<file path="config.mk">
export PLATFORM = sky130hd
export DESIGN_NAME = serv_mem_arbiter
export DESIGN_NICKNAME = d
export VERILOG_FILES = /design/src/rtl/serv_mem_arbiter.sv
export SDC_FILE = /design/constraint.sdc
export NUM_CORES = 1
export LEC_CHECK = 0
export CAP_MARGIN = 20
export CORE_AREA = 2 2 105 107
export CTS_CLUSTER_SIZE = 28
export DETAILED_ROUTE_END_ITERATION = 10
export DIE_AREA = 0 0 107 109
export GPL_TIMING_DRIVEN = 0
export PLACE_DENSITY_LB_ADDON = 0.3
export SYNTH_ARGS = -nofsm -noshare
export SYNTH_HDL_FRONTEND = slang
export SYNTH_SLANG_ARGS = --single-unit
</file>
<file path="constraint.sdc">
create_clock -name i_clk -period 1.6 [get_ports i_clk]
set_input_delay 0.16 -clock i_clk [delete_from_list [all_inputs] [get_ports i_clk]]
set_output_delay 0.16 -clock i_clk [all_outputs]
set_load 0.005 [all_outputs]
</file>
<file path="src/rtl/serv_mem_arbiter.sv">
// ============================================================================
// serv_mem_arbiter
//
// Shares one Wishbone-style 32-bit memory port between the SERV instruction
// bus (read-only) and data bus. Grants are registered and round-robin. A
// granted master owns the port until its ack, or until it drops cyc (abort).
// After a completed transfer the just-served master is blocked for one IDLE
// cycle (hold). This absorbs the core's one-cycle-late cyc deassertion, so
// the earliest re-grant is ack+2.
//
// Optional feature (define SERV_ARB_TIMEOUT_EN):
//   A TIMEOUT_W-bit watchdog counts grant cycles without an ack. When the
//   count reaches all-ones, the arbiter completes the transfer itself with a
//   zero-data ack and pulses o_err. A real ack in the same cycle wins.
//   Without the macro, o_err is tied to 0 and a grant waits forever.
//
// Ports:
//   i_clk, i_rst            clock, asynchronous active-high reset
//   i_ibus_adr/cyc          instruction fetch request (held until ack)
//   o_ibus_rdt/ack          fetch read data / one-cycle ack
//   i_dbus_adr/dat/sel/we/cyc  data request (held until ack)
//   o_dbus_rdt/ack          data read data / one-cycle ack
//   o_wb_adr/dat/sel/we/cyc memory request (muxed from the granted master)
//   i_wb_rdt/ack            memory read data / ack
//   o_err                   watchdog timeout pulse (0 without the macro)
// ============================================================================
module serv_mem_arbiter #(
    parameter int AW        = 32,
    parameter int TIMEOUT_W = 8
) (
    input  logic          i_clk,
    input  logic          i_rst,
    input  logic [AW-1:0] i_ibus_adr,
    input  logic          i_ibus_cyc,
    output logic [31:0]   o_ibus_rdt,
    output logic          o_ibus_ack,
    input  logic [AW-1:0] i_dbus_adr,
    input  logic [31:0]   i_dbus_dat,
    input  logic [3:0]    i_dbus_sel,
    input  logic          i_dbus_we,
    input  logic          i_dbus_cyc,
    output logic [31:0]   o_dbus_rdt,
    output logic          o_dbus_ack,
    output logic [AW-1:0] o_wb_adr,
    output logic [31:0]   o_wb_dat,
    output logic [3:0]    o_wb_sel,
    output logic          o_wb_we,
    output logic          o_wb_cyc,
    input  logic [31:0]   i_wb_rdt,
    input  logic          i_wb_ack,
    output logic          o_err
);

    typedef enum logic [1:0] {
        IDLE  = 2'd0,
        GNT_I = 2'd1,
        GNT_D = 2'd2
    } state_t;

    state_t state_q, state_d;
    logic   last_q, last_d;   // last served master: 0 = ibus, 1 = dbus
    logic   hold_q, hold_d;   // block last master for one IDLE cycle
    logic   tmo;              // watchdog completes the transfer this cycle
    logic   done;             // transfer completes (real ack or timeout)
    logic   elig_i, elig_d;

`ifdef SERV_ARB_TIMEOUT_EN
    logic [TIMEOUT_W-1:0] cnt_q, cnt_d;

    // A real ack in the same cycle takes priority over the watchdog.
    assign tmo = (state_q != IDLE) && !i_wb_ack && (&cnt_q);

    // Counter is held at zero in IDLE, so every grant starts from zero.
    always_comb begin
        cnt_d = cnt_q;
        if (state_q == IDLE) begin
            cnt_d = '0;
        end else if (!i_wb_ack) begin
            cnt_d = cnt_q + 1'b1;
        end
    end

    always_ff @(posedge i_clk or posedge i_rst) begin
        if (i_rst) begin
            cnt_q <= '0;
        end else begin
            cnt_q <= cnt_d;
        end
    end
`else
    logic unused_timeout_w;
    assign unused_timeout_w = ^TIMEOUT_W;
    assign tmo              = 1'b0;
`endif

    assign done = i_wb_ack | tmo;

    // ------------------------------------------------------------------
    // State register
    // ------------------------------------------------------------------
    always_ff @(posedge i_clk or posedge i_rst) begin
        if (i_rst) begin
            state_q <= IDLE;
            last_q  <= 1'b0;
            hold_q  <= 1'b0;
        end else begin
            state_q <= state_d;
            last_q  <= last_d;
            hold_q  <= hold_d;
        end
    end

    // ------------------------------------------------------------------
    // Next state
    // ------------------------------------------------------------------
    always_comb begin
        state_d = state_q;
        last_d  = last_q;
        hold_d  = hold_q;
        elig_i  = i_ibus_cyc && !(hold_q && !last_q);
        elig_d  = i_dbus_cyc && !(hold_q &&  last_q);
        case (state_q)
            IDLE: begin
                hold_d = 1'b0;
                if (elig_i && elig_d) begin
                    // Both want the port: serve whoever was not served last.
                    state_d = last_q ? GNT_I : GNT_D;
                end else if (elig_i) begin
                    state_d = GNT_I;
                end else if (elig_d) begin
                    state_d = GNT_D;
                end
            end
            GNT_I: begin
                // Completion beats a simultaneous cyc drop.
                if (done) begin
                    state_d = IDLE;
                    last_d  = 1'b0;
                    hold_d  = 1'b1;
                end else if (!i_ibus_cyc) begin
                    state_d = IDLE;
                    last_d  = 1'b0;
                    hold_d  = 1'b0;
                end
            end
            GNT_D: begin
                if (done) begin
                    state_d = IDLE;
                    last_d  = 1'b1;
                    hold_d  = 1'b1;
                end else if (!i_dbus_cyc) begin
                    state_d = IDLE;
                    last_d  = 1'b1;
                    hold_d  = 1'b0;
                end
            end
            default: begin
                state_d = IDLE;
            end
        endcase
    end

    // ------------------------------------------------------------------
    // Port mux and ack routing (all decoded from the registered state, so
    // there is no combinational path from a master's cyc to a new grant).
    // ------------------------------------------------------------------
    always_comb begin
        o_wb_adr   = '0;
        o_wb_dat   = '0;
        o_wb_sel   = '0;
        o_wb_we    = 1'b0;
        o_wb_cyc   = 1'b0;
        o_ibus_ack = 1'b0;
        o_dbus_ack = 1'b0;
        case (state_q)
            GNT_I: begin
                o_wb_adr   = i_ibus_adr;
                o_wb_sel   = 4'hf;
                o_wb_cyc   = i_ibus_cyc && !tmo;
                o_ibus_ack = done;
            end
            GNT_D: begin
                o_wb_adr   = i_dbus_adr;
                o_wb_dat   = i_dbus_dat;
                o_wb_sel   = i_dbus_sel;
                o_wb_we    = i_dbus_we;
                o_wb_cyc   = i_dbus_cyc && !tmo;
                o_dbus_ack = done;
            end
            default: ;
        endcase
    end

    // Read data is qualified only by the ack; a timeout ack returns zero.
    assign o_ibus_rdt = tmo ? 32'h0 : i_wb_rdt;
    assign o_dbus_rdt = tmo ? 32'h0 : i_wb_rdt;
    assign o_err      = tmo;

endmodule

</file>
Word level (Yosys, flattened, before mapping) --
Index checks and enable logic that the tools add are counted.
Word-level totals: RAM bits 0, latch bits 0, memories 0, word-level logic and storage cells 47, register bits 4, memory bits (read-only) 0, output and inout port bits 137, bits of input ports 138
Operators by class: multipliers 0, muxes and demuxes 25, divide/modulo/power cells 0, shift-type cells 0, $add $sub $neg 0, bitwise logic cells 0, equality and inequality tests 5, magnitude comparators 0, reductions and logical operators 14
Operators by type and width (number):
- 32-bit one-hot mux with 2 select lines | 1
- 32-bit two-way mux | 1
- 2-bit two-way mux | 8
- 1-bit two-way mux | 10
- 3-bit AND reduction | 3
- 4-bit one-hot mux with 2 select lines | 1
- 3-bit != test (second input constant) | 2
- 2-bit one-hot mux with 3 select lines | 1
- 1-bit logical AND | 5
- 4-bit != test (second input constant) | 1
- 1-bit one-hot mux with 2 select lines | 2
- 1-bit zero test | 3
- 1-bit one-hot mux with 3 select lines | 1
- 3-bit nonzero test | 1
- 2-bit by 1-bit == test with 1-bit output (second input constant) | 1
- 2-bit == test (second input constant) | 1
- 2-bit zero test | 1
- 2-bit nonzero test | 1

Logic depth before layout (Yosys ltp) --
Gate-level depths: netlist (run 1).
word-level depth 7, mapped depth 6

Worst setup path after synthesis (run 1) --
OpenSTA, ideal clock, no wires.
path kind reg-to-output, start point register state_q[0], end point output port o_wb_adr[0], path slack 145 ps, arrival 1295 ps, stages on the path, launching flop included 7, buffers on the path 2, cells stage by stage dfrtp_1 > inv_1 > ha_1 > buf_6 > clkbuf_1 > a22oi_1 > nor2b_1
On the way: longest elaborated chain between the ends 2, elaborated cells on any way between the ends 3
Ends and longest elaborated chain:
- from (decl) | RTL line 60 | state_t state_q, state_d;
- from (signal assigned) | RTL line 107 | state_q <= state_d;
- 2-bit == test or 2-bit by 1-bit == test with 1-bit output (tied branches) | RTL line 175 | case (state_q)
- 32-bit one-hot mux with 2 select lines (*) | RTL line 175
- to (decl) | RTL line 44 | output logic [AW-1:0] o_wb_adr,
Mark *: on every way between the ends. The rest lies on a longest branch, timed or not.

Worst setup path after layout (run 1) --
start point register state_q[0], end point output port o_wb_adr[17]
Same word-level chain as after synthesis.

==> out/qor.csv, run 1 <==
stage;metric;value;unit
sta;max_freq;540.5;MHz
route;drc_errors;0;
setup_path;worst-endpoint-arrival;1.69;ns
sta;timing.final.hold_violations;0;
clock_network;max-clock-path-buffers;2;
route;num_vias;2568;
clock_network;worstSkewPairLatency;0.21;ns
job;drv.max_cap_violation_count;0;
clock_network;cts-buffers-inserted;3;
synthesis;mappedNetlistArea;0.001599;mm2
floorplanning;io_pins;275;
setup_path;worstSetupEndpointType;output port;
pwr;vdd_drop_max;0.5933;mV
finish;syn2layout_area_growth;222.8;%
route;detailed_routing_iteration_count_for_the_pre_antenna_repair_pass;4;
sta;post_route_minimum_period;1.850;ns
synthesis;synth_area_per_cell;7.335;um2
floorplanning;die_area;0.01166;mm2
floorplanning;coreArea;0.01060;mm2
placement;dp.final_hpwl;7117;um
placement;pre_cts_slack;-0.7161;ns
synthesis;async_flop_share;100.0;%
route;route.antenna.remaining_nets;0;
pwr;report.power.total;6.929;mW
synthesis;synthesis.nets;360;
setup_path;cp-start-kind;register;
outcome;failed_checks;setup timing;
global_routing;total_grt_usage;14.52;%
finish;commonest_non_fill_non_tap_cell_in_the_layout;clkdlybuf4s50_1;
synthesis;synth_edf_count;0;
finish;stdcell_count;639;
route;detail_route.iter0.violations;69;
finish;final-seq-area;100.1;um2
floorplanning;num_rows;38;
sta;whs;0.1330;ns
finish;layout.nets;643;
global_routing;overflow;0;
floorplanning;die_width;107;um
synthesis;yosysUniqueCellTypes;24;
finish;diodes;0;
synthesis;synth_warnings;0;
floorplanning;die_h;109;um
placement;gp_routability_congestion;0.7473;
setup_path;required;1.44;ns
synthesis;synth-main-ff-cell;dfrtp_1;
global_routing;first_pass_grt_wire_length;13550;um
synthesis;ys_seq_elements;4;
sta;rsz0062_at_grt;yes;
sta;final.period_utilization;115.6;%
sta;final-setup-viol-count;69;
setup_path;rr_worst_depth;7;
floorplanning;starting_density;15.08;%
global_routing;grt_antenna_before_repair;1;
route;post_drt_wl_per_cell;15.54;um
finish;post_route_cells_drive_above_1_share;57.92;%
clock_network;path_clk_slew;0.03;ns
outcome;result_of_the_run;finished with violations;
route;final_routed_wirelength_across_all_metal_layers;9932;um
clock_network;numClockSinks;4;
route;drt-vias-per-instance;4.019;
placement;placement.io_buffers;241;
clock_network;ctsRootBufferMaster;clkbuf_8;
setup_path;timing_worst_setup_path_type;reg2out;
clock_network;ctsHtreeMaxLevel;1;
finish;multi_input_logic_area;0.001325;mm2
finish;layout.filler_cells;997;
global_routing;number_of_global_route_vias_before_repair;2598;
worst_hold_path;min_path_type;in2async;
sta;sum_of_negative_setup_slack;-9.430;ns
synthesis;sequential_element_share_of_the_synthesized_area;6.260;%
sta;final-max-slew-violation-count;0;
synthesis;post_synth_inst_count;218;
sta;timing.clock.skew;0.001322;ns
clock_network;tritoncts;done;
setup_path;critical_path.max_fanout;5;
placement;cell_count_post_placement;599;
finish;most-common-layout-cells;clkdlybuf4s50_1 (169), buf_4 (80), buf_6 (45);
pwr;power_density;1342;mW/mm2
sta;finalWorstSetupSlack;-0.2502;ns
global_routing;grt_max_degree;11;
pwr;power.static_leakage;2.270;nW
[synth_stat cells (2+ instances only)]
cell type	count	area [um2]
buf_4	65	488.0
o22ai_2	2	25.02
a22oi_1	32	240.2
a21oi_1	4	20.02
clkbuf_1	9	33.78
inv_1	3	11.26
nor2b_1	37	231.5
buf_2	5	25.02
o21ai_0	3	15.01
and2_1	35	219.0
ha_1	4	50.05
mux2_4	2	30.03
nand2_1	3	11.26
dfrtp_1	4	100.1
[flip-flops by register name (all words and copies together) (netlist names)]
| signal | count |
|---|---|
| hold_q | 1 |
| state_q | 2 |
| last_q | 1 |
[final timing paths]
| check | slack [ns] | end | startpoint |
|---|---|---|---|
| worst min register to register | 0.56 | hold_q$_DFFE_PP0P_ | hold_q$_DFFE_PP0P_ |
| worst min-delay path | 0.13 | state_q[0]$_DFFE_PP0P_ | i_rst |
| min in group i_clk | 0.56 | hold_q$_DFFE_PP0P_ | hold_q$_DFFE_PP0P_ |
| worst max register to register | -0.13 | last_q$_DFFE_PP0P_ | state_q[1]$_DFFE_PP0P_ |
| worst max-delay path | -0.25 | o_wb_adr[17] | state_q[0]$_DFFE_PP0P_ |
| max in group asynchronous | 1.31 | hold_q$_DFFE_PP0P_ | i_rst |
[routing by layer]
layer | track usage [%] | vias to the layer above | wire (um)
met4 | 2.968 | 2 | 103
met3 | 3.766 | 12 | 821
met1 | 15.42 | 1191 | 3509
met5 | 0 | - | 9
met2 | 28.71 | 139 | 5489
li1 | - | 1224 | -
[final cells by class]
cell class / count / share of cell area, %
tap: 140 / 3.394
sequential: 4 / 1.939
buffer: 80 / 15.15
multi-input combinational: 130 / 25.67
clock buffer: 3 / 0.8000
timing repair buffer: 279 / 52.82
inverter: 3 / 0.2182
[critical path, stage by stage, from the launching register on]
cell and delay (ns):
dfrtp_1 0.40, inv_2 0.08, buf_4 0.15, ha_4 0.25, clkbuf_16 0.17, clkbuf_16 0.15, nor2b_2 0.14, buf_2 0.13
[metrics by stage]
stage / util [%] / area (um2)
after floorplan: - / 1599
after global placement: 39.49 / 4187
after detailed placement: 39.49 / 4187
after CTS: 45.35 / 4808
after global routing: 48.68 / 5161
final: 48.68 / 5161
[timing repair]
action	in CTS	in global routing
gates resized for setup	411	84
buffers inserted	21	9
hold buffers	0	0
setup endpoints to repair	72	75
cloned	10	1
pin swaps	11	8
[logic make-up after synthesis]
group / Yosys count / synth area share, %
other: 1 / 0.2345
AO/OA/AOI/OAI: 46 / 22.93
multiplexers: 2 / 1.878
flip-flops: 4 / 6.260
AND/OR/NAND/NOR: 77 / 29.66
adder cells (fa/ha/maj): 4 / 3.130
buffers and inverters: 84 / 35.91
[power breakdown]
part / switching, mW / total [mW] / internal (mW)
Combinational: 2.34 / 6.52 / 4.18
Clock: 0.0483 / 0.208 / 0.160
Sequential: 0.0536 / 0.198 / 0.145
No activity file was read; power rests on OpenSTA's default activity.
==> inputs of run 2 (changes only) <==
CAP_MARGIN = 10   (was 20)
==> results of run 2 <==
No change in the layout: final DEF, timing and power equal those of run 1.
